File: config.mk
export PLATFORM = sky130hd
export DESIGN_NAME = mul_iter
export DESIGN_NICKNAME = d
export VERILOG_FILES = /design/src/rtl/mul_iter.sv
export SDC_FILE = /design/constraint.sdc
export NUM_CORES = 1
export LEC_CHECK = 0
export ABC_AREA = 1
export ABC_CLOCK_PERIOD_IN_PS = 6700
export BUFFER_PORTS_ARGS = -buffer_cell sky130_fd_sc_hd__buf_2
export CORE_UTILIZATION = 35
export DETAILED_ROUTE_END_ITERATION = 10
export SKIP_LAST_GASP = 1
export SYNTH_ARGS = -nofsm -noshare
export SYNTH_HDL_FRONTEND = slang
export SYNTH_SLANG_ARGS = --single-unit
File: constraint.sdc
create_clock -name iCLOCK -period 6.7 [get_ports iCLOCK]
set_clock_uncertainty 0.15 [all_clocks]
set_input_delay 0.335 -clock iCLOCK [delete_from_list [all_inputs] [get_ports iCLOCK]]
set_output_delay 0.335 -clock iCLOCK [all_outputs]
set_load 0.01 [all_outputs]
File: src/rtl/mul_iter.sv
// Iterative shift-add multiplier: retires P_STEP multiplier bits per cycle into a
// 2*P_N accumulator, with optional signed operands and result flags.
module mul_iter #(
  parameter int P_N    = 32,
  parameter int P_STEP = 4
) (
  input  logic             iCLOCK,
  input  logic             iRESET,
  input  logic             iFLUSH,
  input  logic             iVALID,
  input  logic             iSIGNED,
  input  logic [P_N-1:0]   iSOURCE0,
  input  logic [P_N-1:0]   iSOURCE1,
  output logic             oBUSY,
  output logic             oVALID,
  output logic [2*P_N-1:0] oDATA,
  output logic             oSF,
  output logic             oZF,
  output logic             oCF,
  output logic             oPF
);

  localparam int LP_STEPS = P_N / P_STEP;
  localparam int LP_CW    = $clog2(LP_STEPS + 1);
  localparam int LP_W     = 2 * P_N;

  typedef enum logic [1:0] {
    ST_IDLE = 2'd0,
    ST_CALC = 2'd1,
    ST_DONE = 2'd2
  } state_t;

  state_t           r_state;
  logic [LP_CW-1:0] r_cnt;
  logic [LP_W-1:0]  r_acc;
  logic [LP_W-1:0]  r_mcand;
  logic [P_N-1:0]   r_mplier;
  logic             r_neg;
  logic             r_signed;
  logic             r_busy;
  logic             r_valid;
  logic [LP_W-1:0]  r_data;
  logic             r_sf;
  logic             r_zf;
  logic             r_cf;
  logic             r_pf;

  logic             w_accept;
  logic             w_last;
  logic [LP_W-1:0]  w_pp;
  logic [LP_W-1:0]  w_acc_nxt;
  logic [LP_W-1:0]  w_res;
  logic [P_N-1:0]   w_hi;
  logic             w_cf;

  // Unsigned magnitude; the most negative value maps onto 2^(P_N-1) without overflow.
  function automatic logic [P_N-1:0] f_mag(input logic [P_N-1:0] x, input logic sgn);
    if (sgn && x[P_N-1]) begin
      f_mag = ~x + {{(P_N-1){1'b0}}, 1'b1};
    end else begin
      f_mag = x;
    end
  endfunction

  assign w_accept  = iVALID & ~iFLUSH & (r_state == ST_IDLE);
  assign w_last    = (r_cnt == LP_CW'(LP_STEPS - 1));
  assign w_pp      = r_mcand * {{(LP_W-P_STEP){1'b0}}, r_mplier[P_STEP-1:0]};
  assign w_acc_nxt = r_acc + w_pp;
  assign w_res     = r_neg ? (~w_acc_nxt + {{(LP_W-1){1'b0}}, 1'b1}) : w_acc_nxt;
  assign w_hi      = w_res[LP_W-1:P_N];
  // Signed overflow means the upper half is not a pure sign extension of the lower half.
  assign w_cf      = r_signed ? (w_hi != {P_N{w_res[P_N-1]}}) : (w_hi != {P_N{1'b0}});

  // Control FSM, datapath and registered outputs.
  always_ff @(posedge iCLOCK or posedge iRESET) begin
    if (iRESET) begin
      r_state  <= ST_IDLE;
      r_cnt    <= {LP_CW{1'b0}};
      r_acc    <= {LP_W{1'b0}};
      r_mcand  <= {LP_W{1'b0}};
      r_mplier <= {P_N{1'b0}};
      r_neg    <= 1'b0;
      r_signed <= 1'b0;
      r_busy   <= 1'b0;
      r_valid  <= 1'b0;
      r_data   <= {LP_W{1'b0}};
      r_sf     <= 1'b0;
      r_zf     <= 1'b0;
      r_cf     <= 1'b0;
      r_pf     <= 1'b0;
    end else begin
      case (r_state)
        ST_IDLE: begin
          r_valid <= 1'b0;
          if (w_accept) begin
            r_state  <= ST_CALC;
            r_busy   <= 1'b1;
            r_cnt    <= {LP_CW{1'b0}};
            r_acc    <= {LP_W{1'b0}};
            r_mcand  <= {{P_N{1'b0}}, f_mag(iSOURCE0, iSIGNED)};
            r_mplier <= f_mag(iSOURCE1, iSIGNED);
            r_neg    <= iSIGNED & (iSOURCE0[P_N-1] ^ iSOURCE1[P_N-1]);
            r_signed <= iSIGNED;
          end else begin
            r_busy <= 1'b0;
          end
        end
        ST_CALC: begin
          if (iFLUSH) begin
            r_state <= ST_IDLE;
            r_busy  <= 1'b0;
          end else begin
            r_acc    <= w_acc_nxt;
            r_mcand  <= r_mcand << P_STEP;
            r_mplier <= r_mplier >> P_STEP;
            r_cnt    <= r_cnt + 1'b1;
            if (w_last) begin
              r_state <= ST_DONE;
              r_valid <= 1'b1;
              r_data  <= w_res;
              r_sf    <= w_res[LP_W-1];
              r_zf    <= (w_res == {LP_W{1'b0}});
              r_cf    <= w_cf;
              r_pf    <= w_res[0];
            end else begin
              r_state <= ST_CALC;
            end
          end
        end
        ST_DONE: begin
          r_state <= ST_IDLE;
          r_busy  <= 1'b0;
          r_valid <= 1'b0;
        end
        default: begin
          r_state <= ST_IDLE;
          r_busy  <= 1'b0;
          r_valid <= 1'b0;
        end
      endcase
    end
  end

  assign oBUSY  = r_busy;
  assign oVALID = r_valid;
  assign oDATA  = r_data;
  assign oSF    = r_sf;
  assign oZF    = r_zf;
  assign oCF    = r_cf;
  assign oPF    = r_pf;

endmodule

==> After elaboration in Yosys (flattened, before gate mapping) <==
Index checks and enable logic that the tools add are counted.
{ "word_totals": {"regBits": 238, "input_bits": 69, "out_inout_bits": 70, "word_cells": 71} }
{ "classes": {"addsub": 5, "multipliers": 1, "eq_ne": 7, "n_mux": 26, "n_bitwise": 8, "reduce_logical": 10} }
{ "ops": {"columns": ["cell", "n"], "rows": [
  ["2-to-1 mux 64 bit", 5],
  ["one-hot mux 64 bit (2 select lines)", 2],
  ["2-to-1 mux 32 bit", 4],
  ["adder 32 x 1 -> 32 bit, second input constant", 2],
  ["adder 64 x 1 -> 64 bit, second input constant", 1],
  ["adder 64 bit", 1],
  ["logical NOT 64 bit", 1],
  ["multiplier 64 x 4 -> 64 bit", 1],
  ["inverter 32 bit", 2],
  ["inverter 64 bit", 1],
  ["one-hot mux 32 bit (2 select lines)", 1],
  ["inequality test 32 bit", 1],
  ["nonzero test 32 bit", 1],
  ["2-to-1 mux 4 bit", 2],
  ["inequality test 2 bit, second input constant", 4],
  ["one-hot mux 4 bit (2 select lines)", 1],
  ["2-to-1 mux 1 bit", 6],
  ["2-to-1 mux 2 bit", 3],
  ["AND reduction 3 bit", 2],
  ["adder 4 x 1 -> 4 bit, second input constant", 1],
  ["== test 4 x 3 -> 1 bit, second input constant", 1],
  ["one-hot mux 2 bit (2 select lines)", 1],
  ["AND reduction 2 bit", 2],
  ["bitwise AND 1 bit", 3],
  ["7 further kinds", 8]
]} }

==> Logic depth before layout (Yosys ltp) <==
Gate-level depths: netlist (run 1).
{ "logic_depth": {"ltp_word": 7, "mapped_depth": 40, "depth_no_buf": 38} }

==> Worst setup path after synthesis (run 1) <==
OpenSTA, ideal clock, no wires.
{ "synth_path": {"path_type": "flip-flop to flip-flop", "start": "register r_mplier[1]", "end": "register r_cf, in the netlist oCF", "setup_ns": 0.116, "arrival_ns": 5.071, "required_ns": 6.434, "setup_slack_ns": 1.363, "path_stages_with_launch": 37, "path_buffers": 2, "synth_period_minus_slack_ns": 5.337, "path_cell_list": "dfrtp_1 -> clkbuf_1 -> clkbuf_1 -> nand2_1 -> inv_1 -> fa_1 -> fa_1 -> inv_1 -> fa_1 -> inv_1 -> ha_1 -> nand2_1 -> nand2_2 -> nand2_1 -> nand2_2 -> nor2_1 -> nand2_1 -> nand2_2 -> nand3_1 -> nor2_1 -> nand2_1 -> nor2_4 -> nand3_4 -> nor2_4 -> nand3_2 -> nand2_4 -> nand2_1 -> nand2_1 -> nand2_1 -> nor2_2 -> nand2_1 -> nor2_2 -> nand3_2 -> nor2_1 -> nor2_1 -> nand2_1 -> nand2_1"} }
{ "synth_via": {"elab_chain_len": 7, "word_cells_on_any_way": 8, "classes_between": "add/sub: 2; mul: 1; eq/ne: 1; mux: 2; bitwise: 1; reduce/logical: 1"} }
{ "synth_rtl": {"columns": ["element", "line", "source"], "rows": [
  ["from (decl)", "37", "logic [P_N-1:0] r_mplier;"],
  ["from (signal assigned)", "81", "r_mplier <= {P_N{1'b0}};"],
  ["from (signal assigned)", "101", "r_mplier <= f_mag(iSOURCE1, iSIGNED);"],
  ["from (signal assigned)", "115", "r_mplier <= r_mplier >> P_STEP;"],
  ["multiplier 64 x 4 -> 64 bit *", "67", "assign w_pp = r_mcand * {{(LP_W-P_STEP){1'b0}}, r_mplier[P_STEP-1:0]};"],
  ["adder 64 bit *", "68", "assign w_acc_nxt = r_acc + w_pp;"],
  ["inverter 64 bit", "69", "assign w_res = r_neg ? (~w_acc_nxt + {{(LP_W-1){1'b0}}, 1'b1}) : w_acc_nxt;"],
  ["adder 64 x 1 -> 64 bit", "69", null],
  ["2-to-1 mux 64 bit *", "69", null],
  ["inequality test 32 bit or nonzero test 32 bit (tied branches)", "72", "assign w_cf = r_signed ? (w_hi != {P_N{w_res[P_N-1]}}) : (w_hi != {P_N{1'b0}});"],
  ["2-to-1 mux 1 bit *", "72", null],
  ["to (signal assigned)", "123", "r_cf <= w_cf;"],
  ["to (decl)", "45", "logic r_cf;"]
]} }
Mark *: on every way between the ends. The rest lies on a longest branch, timed or not.
A chain may end at the register's enable or synchronous reset.

==> Final worst setup path (run 1) <==
{ "layout_path": {"start": "register r_mplier[3]", "end": "register r_cf, in the netlist oCF"} }
The elaborated chain is that of the path after synthesis.

==> results of run 1 <==
## worst max-delay path: cells and delay by family (launching register included)
kind	cells	cell delay (ns)
flip-flops	1	0.57
adder cells (fa/ha/maj)	4	2.01
buffers and inverters	4	0.36
AND/OR/NAND/NOR	24	3.03
## cell families (layout without fill, tap and decap cells)
kind of cell / count (synthesis) / count (layout) / synth area share [%]
other: 0 / 1 / 0
AOI/OAI and AO/OA: 477 / 477 / 9.846
DFF: 236 / 236 / 22.67
adders and majority gates: 253 / 253 / 17.40
xor gates and xnor gates: 47 / 47 / 1.580
buffers and inverters: 1017 / 1196 / 14.74
and+or+nand+nor: 2098 / 2098 / 33.77
## how the worst max path moves through the flow
stage	end	slack, ns	cells past startpoint
final	oCF	0.40	32
after global routing	oCF	-0.004	32
after CTS	oCF	0.08	32
after detailed placement	oCF	-0.19	32
after global placement	oCF	-0.22	32
after floorplan	oCF	1.36	36
## flip-flops by register name (all words and copies together) (netlist names), 2 cells and up
signal,flops
oDATA,64
r_acc,64
r_mcand,64
r_mplier,32
r_cnt,4
r_state,2
## stage by stage
step / utilization [%] / cell area, um2 / TNS (ns)
finish: 40.60 / 29770 / 0
detailed placement: 38.02 / 27880 / -0.2451
CTS: 40.29 / 29550 / 0
floorplan: - / 26060 / 0
global placement: 38.02 / 27880 / -0.2945
global route: 40.60 / 29770 / -0.003769
## report_power, final
part / total, W / switching, W / internal [W]
Clock: 0.00193 / 0.000779 / 0.00115
Combinational: 0.0118 / 0.00831 / 0.00351
Sequential: 0.00195 / 0.000253 / 0.00170
Total: 0.0157 / 0.00934 / 0.00636
## repair_timing
item	CTS	global route
gates cloned	0	1
buffers inserted	0	2
hold buffers	49	0
hold endpoints to repair	178	0
gates resized for setup	3	57
setup endpoints to repair	2	2
## cells in the final DEF (no fill, tap or decap), types with 25 or more instances in the layout
| master | instances |
|---|---|
| fa_1 | 182 |
| o22ai_1 | 53 |
| clkbuf_16 | 35 |
| buf_4 | 33 |
| nor2_2 | 48 |
| nand2_1 | 1408 |
| dlygate4sd3_1 | 49 |
| ha_1 | 64 |
| nor3_1 | 29 |
| o21ai_0 | 267 |
| xor2_1 | 33 |
| nand3_1 | 190 |
| nor2_1 | 252 |
| nand4_1 | 25 |
| nand2_2 | 69 |
| a21oi_1 | 107 |
| inv_1 | 886 |
| buf_2 | 138 |
| dfrtp_1 | 231 |
## cell type report
cell class                      instances  area share, %
Clock inverter                         14         0.8237
Clock buffer                           43          3.106
Timing Repair Buffer                  227          5.241
Tap cell                              959          4.030
Antenna cell                            1       0.008405
Inverter                              912          11.52
Sequential cell                       236          19.87
Multi-Input combinational cell       2875          55.41
## routing by layer
metal	wire length, um	track usage, %
met5	22	0
met4	2205	6.136
met3	4489	3.186
met2	35750	34.30
met1	41940	33.11
==> metrics.txt, run 1 <==
max cap viols 0; Top FF cell, synth dfrtp_1; most common cell in the netlist nand2_1; syn_area_per_cell 6.311 um2; area share of the leading cell type in the synthesized netlist 22.67%; num rows 99; vias per cell 4.754; drc violations 7; worst skew pair latency 0.58 ns; clock buffer depth 3; pwr/cell area 527.4 nW/um2; initial antenna violation count 3; outcome finished, violations left; DRT Pass-1 Iters 11; Setup CP Type reg2reg; Synth Cell Area 26,050 um2; top cells by count, synth nand2_1 (1,414), inv_1 (891), nor2_1 (282); Seq/Total Area, Yosys 22.67%; global route overflow 0; Slew Viols, Final 0; die width 274.8 um; r2r endpoint oCF; share of layout cells above drive strength 1 10.63%; Iter 0 DRT Violations 1,619; Final setup viols 0; PortBufs 138; total core area 73,330 um2; Placed Cells incl. Taps 5,157; Yosys cell types 48; Slew HR 32.91%; failing checks design-rule violations; # fillers 7,908; vias in the first global route 24,230; Reg clk slew, reported paths 0.06 ns; All-Layer GR Usage 22.53%; DP Worst Slack -0.1913 ns; Post-DP HPWL 67.17 mm; Area Growth Syn to Fin 14.28%; Arrival @ worst endpoint 6.61 ns; Crit-path slowest cell dfrtp_4; static leakage 17.30 nW; Slew @ Worst Pin 1.006 ns; Starting Density 35.53%; Synth area leaders dfrtp_1 (23%), nand2_1 (20%), fa_1 (14%), inv_1 (13%), o21ai_0 (5.1%); global placement routability congestion 0.9815; CP required 7.01 ns; CTS Sinks 236; Max FO, Critical Path 22; post-synthesis net count 4,450; CTS tree done; CTS root buf clkbuf_16; Multi-input gate area 16,500 um2; number of synthesized flops with an enable pin 0; YS warnings 0; worst min path class in2async; Crit. End Element register; Total Wirelength 84.40 mm; crit share post-route 94.04%; TritonCTS buffer count 34; worst r2r src r_mplier[3]; H-tree Lvls 2; final worst slack 0.3990 ns; dominant cell type by area after synthesis dfrtp_1; routed len/inst 16.02 um; number of hold violations in the final report 0; Setup crit start kind register; largest net degree at the start of global routing 136; Synth Register Bits 236; first-pass GRT wire length 133.6 mm; crit path launch r_mplier[3]; slowest stage delay, CP 0.57 ns; register area 5914 um2; total power 0.01570 W; die area 75,530 um2; Synth Instances 4,128; min Tclk post-route 6.301 ns; Final nets 4,608; worst hold margin 0.03180 ns; die height 274.8 um; FF-to-FF setup slack 0.40 ns; I/O pin count 139; peak supply drop 0.0003104 V; antenna viol nets, final 0; via count 25,040; most used cell, CP nand2_1; fmax 158.7 MHz; fin cells 5,267; Worst R2R Path Depth 32; fraction of registers with async set/reset 100.0%
Note: power is estimated with default switching activity, not from simulation.
==> run 2: changes to the inputs <==
--- a/config.mk
+++ b/config.mk
@@ -6,10 +6,12 @@
 export NUM_CORES = 1
 export LEC_CHECK = 0
 export ABC_AREA = 1
-export ABC_CLOCK_PERIOD_IN_PS = 6700
+export ABC_CLOCK_PERIOD_IN_PS = 7900
 export BUFFER_PORTS_ARGS = -buffer_cell sky130_fd_sc_hd__buf_2
+export CORE_ASPECT_RATIO = 1.25
 export CORE_UTILIZATION = 35
 export DETAILED_ROUTE_END_ITERATION = 10
+export RECOVER_POWER = 100
 export SKIP_LAST_GASP = 1
 export SYNTH_ARGS = -nofsm -noshare
 export SYNTH_HDL_FRONTEND = slang
==> constraint.sdc (replaced) <==
create_clock -name iCLOCK -period 7.9 [get_ports iCLOCK]
set_clock_uncertainty 0.15 [all_clocks]
set_input_delay 0.395 -clock iCLOCK [delete_from_list [all_inputs] [get_ports iCLOCK]]
set_output_delay 0.395 -clock iCLOCK [all_outputs]
set_load 0.01 [all_outputs]
==> run 2 against run 1 <==
The flow finishes with violations (max-capacitance violations, max-slew violations). Die area barely moved. Cell count fell by 0.17%. Non-clock buffer count fell by 12. Total power fell by 20%. Critical path depth rose by 2. Clock power fell by 21%. Global-route usage fell by 0.17 points. Critical endpoint unchanged.
==> metrics.txt, run 2 (synthesis results as in run 1) <==
outcome finished, violations left; failing checks max-capacitance violations, max-slew violations; final worst slack 0.9633 ns (+0.5642 ns); CTS Sinks 236 (unchanged); Final setup viols 0 (unchanged); DP Worst Slack 1.147 ns (+1.338 ns); routed len/inst 15.85 um (-1.1%); fin cells 5,258 (-0.17%); min Tclk post-route 6.937 ns (+0.6358 ns); drc violations 0 (-7); crit share post-route 87.81% (-6.2 points); initial antenna violation count 6 (+3); via count 24,990 (-0.20%); peak supply drop 0.0002764 V (-11%); number of hold violations in the final report 0 (unchanged); H-tree Lvls 1 (-1); worst hold margin 0.03861 ns (+0.006814 ns); vias in the first global route 24,280 (+0.21%); Arrival @ worst endpoint 7.26 ns (+0.65 ns); first-pass GRT wire length 133.2 mm (-0.30%); die area 75,530 um2 (about the same); global route overflow 0 (unchanged); FF-to-FF setup slack 0.96 ns (+0.56 ns); pwr/cell area 431.8 nW/um2 (-18%); worst skew pair latency 0.67 ns (+0.09 ns); Finished Core Util 39.82% (-0.78 points); largest net degree at the start of global routing 134 (-1.5%); most used cell, CP nand2_1; highest-count cells in the layout ignoring fill and taps nand2_1 (1,417), inv_1 (890), nor2_1 (285), o21ai_0 (268), dfrtp_1 (231); PortBufs 138 (unchanged); die width 246.0 um (-10%); Final nets 4,592 (-0.35%); slowest stage delay, CP 0.91 ns (+0.34 ns); fmax 144.2 MHz (-9.2%); die height 307.0 um (+12%); CTS tree done; vias per cell 4.753 (about the same); Area Growth Syn to Fin 12.31%; antenna viol nets, final 0 (unchanged); Total Wirelength 83.35 mm (-1.2%); DRT Pass-1 Iters 6 (-5); unrepaired setup endpoints after global routing no; Post-DP HPWL 66.66 mm (-0.77%); CTS root buf clkbuf_16; post-CTS setup repair buffer count 0 (unchanged); global placement routability congestion 0.9744 (-0.72%); worst min path class in2reg; Max FO, Critical Path 45 (+100%); Hold Buf Count CTS 62 (+27%); total core area 73,470 um2 (+0.19%); Reg clk slew, reported paths 0.07 ns (about the same); clock buffer depth 3 (unchanged); final setup TNS 0 ns (unchanged); num rows 111 (+12%); Crit. End Element register; Crit-path slowest cell dfrtp_2; share of layout cells above drive strength 1 6.870% (-3.8 points); All-Layer GR Usage 22.36% (-0.17 points); Starting Density 35.46% (-0.067 points); Setup crit start kind register; Slew @ Worst Pin 5.082 ns (+4.075 ns); Slew Viols, Final 558 (+558); CP required 8.23 ns (+1.22 ns); static leakage 16.93 nW (-2.1%); Slew HR -238.8% (-270 points); max cap viols 8 (+8); I/O pin count 139 (unchanged); post-CTS sizing 0 (-3); TritonCTS buffer count 30 (-12%); Setup CP Type reg2reg; Placed Cells incl. Taps 5,136 (-0.41%); commonest non-fill, non-tap cell in the layout nand2_1; Iter 0 DRT Violations 1,488 (-8.1%)
[run 2: changes by cell type in the layout (fill, tap and decap cells not counted), sizes merged]
cell	previous run	this run
buf	177	77
inv	910	908
clkinvlp	2	4
clkinv	10	15
clkbuf	44	113
dlygate4sd3	49	62
diode	1	4
[run 2: power breakdown]
| part | internal (W) | leakage [nW] | total [W] | switching [W] |
|---|---|---|---|---|
| Clock | 0.000879 | 0.521 | 0.00152 | 0.000639 |
| Sequential | 0.00144 | 3.03 | 0.00171 | 0.000265 |
| Combinational | 0.00278 | 13.4 | 0.00941 | 0.00663 |
[run 2: worst paths after layout]
| check | startpoint | to | cells past startpoint |
|---|---|---|---|
| setup / recovery | r_mplier[3] | oCF | 34 |
| hold / removal | iSOURCE0[12] | r_mcand[12] | 4 |
| setup reg to reg | r_mplier[3] | oCF | 34 |
| hold reg to reg | r_mplier[7] | r_mplier[7] | 2 |
| max in group asynchronous | iRESET | oDATA[44] | 3 |
| min in group asynchronous | iRESET | oBUSY | 3 |
[run 2: final cells by class]
cell class	count	area, um2
clock buffer	37	827.0
fill	7946	44210
timing repair buffer	215	1343
sequential	236	5912
clock inverter	19	242.7
inverter	912	3426
tap	960	1201
antenna	4	10.01
multi-input combinational	2875	16300
[run 2: per-stage QoR]
| stage | total power, W | area, um2 |
|---|---|---|
| after floorplan | 0.008422 | 26050 |
| after global placement | 0.01098 | 27710 |
| after detailed placement | 0.01104 | 27710 |
| after CTS | 0.01265 | 29400 |
| after global routing | 0.01399 | 29260 |
| final | 0.01263 | 29260 |
[run 2: layer usage]
layer	global-route usage, %	wire length, um	up-vias
met1	30.85	39590	11600
met2	36.22	37500	531
li1	-	-	12730
met3	2.130	3392	129
met5	0	21	-
met4	7.872	2842	4
[run 2: critical path: cells and delay by family (launching register included)]
| family | cells | cell delay [ns] |
|---|---|---|
| AND/OR/NAND/NOR | 24 | 3.04 |
| flip-flops | 1 | 0.91 |
| buffers and inverters | 6 | 0.85 |
| adder cells (fa/ha/maj) | 4 | 1.85 |
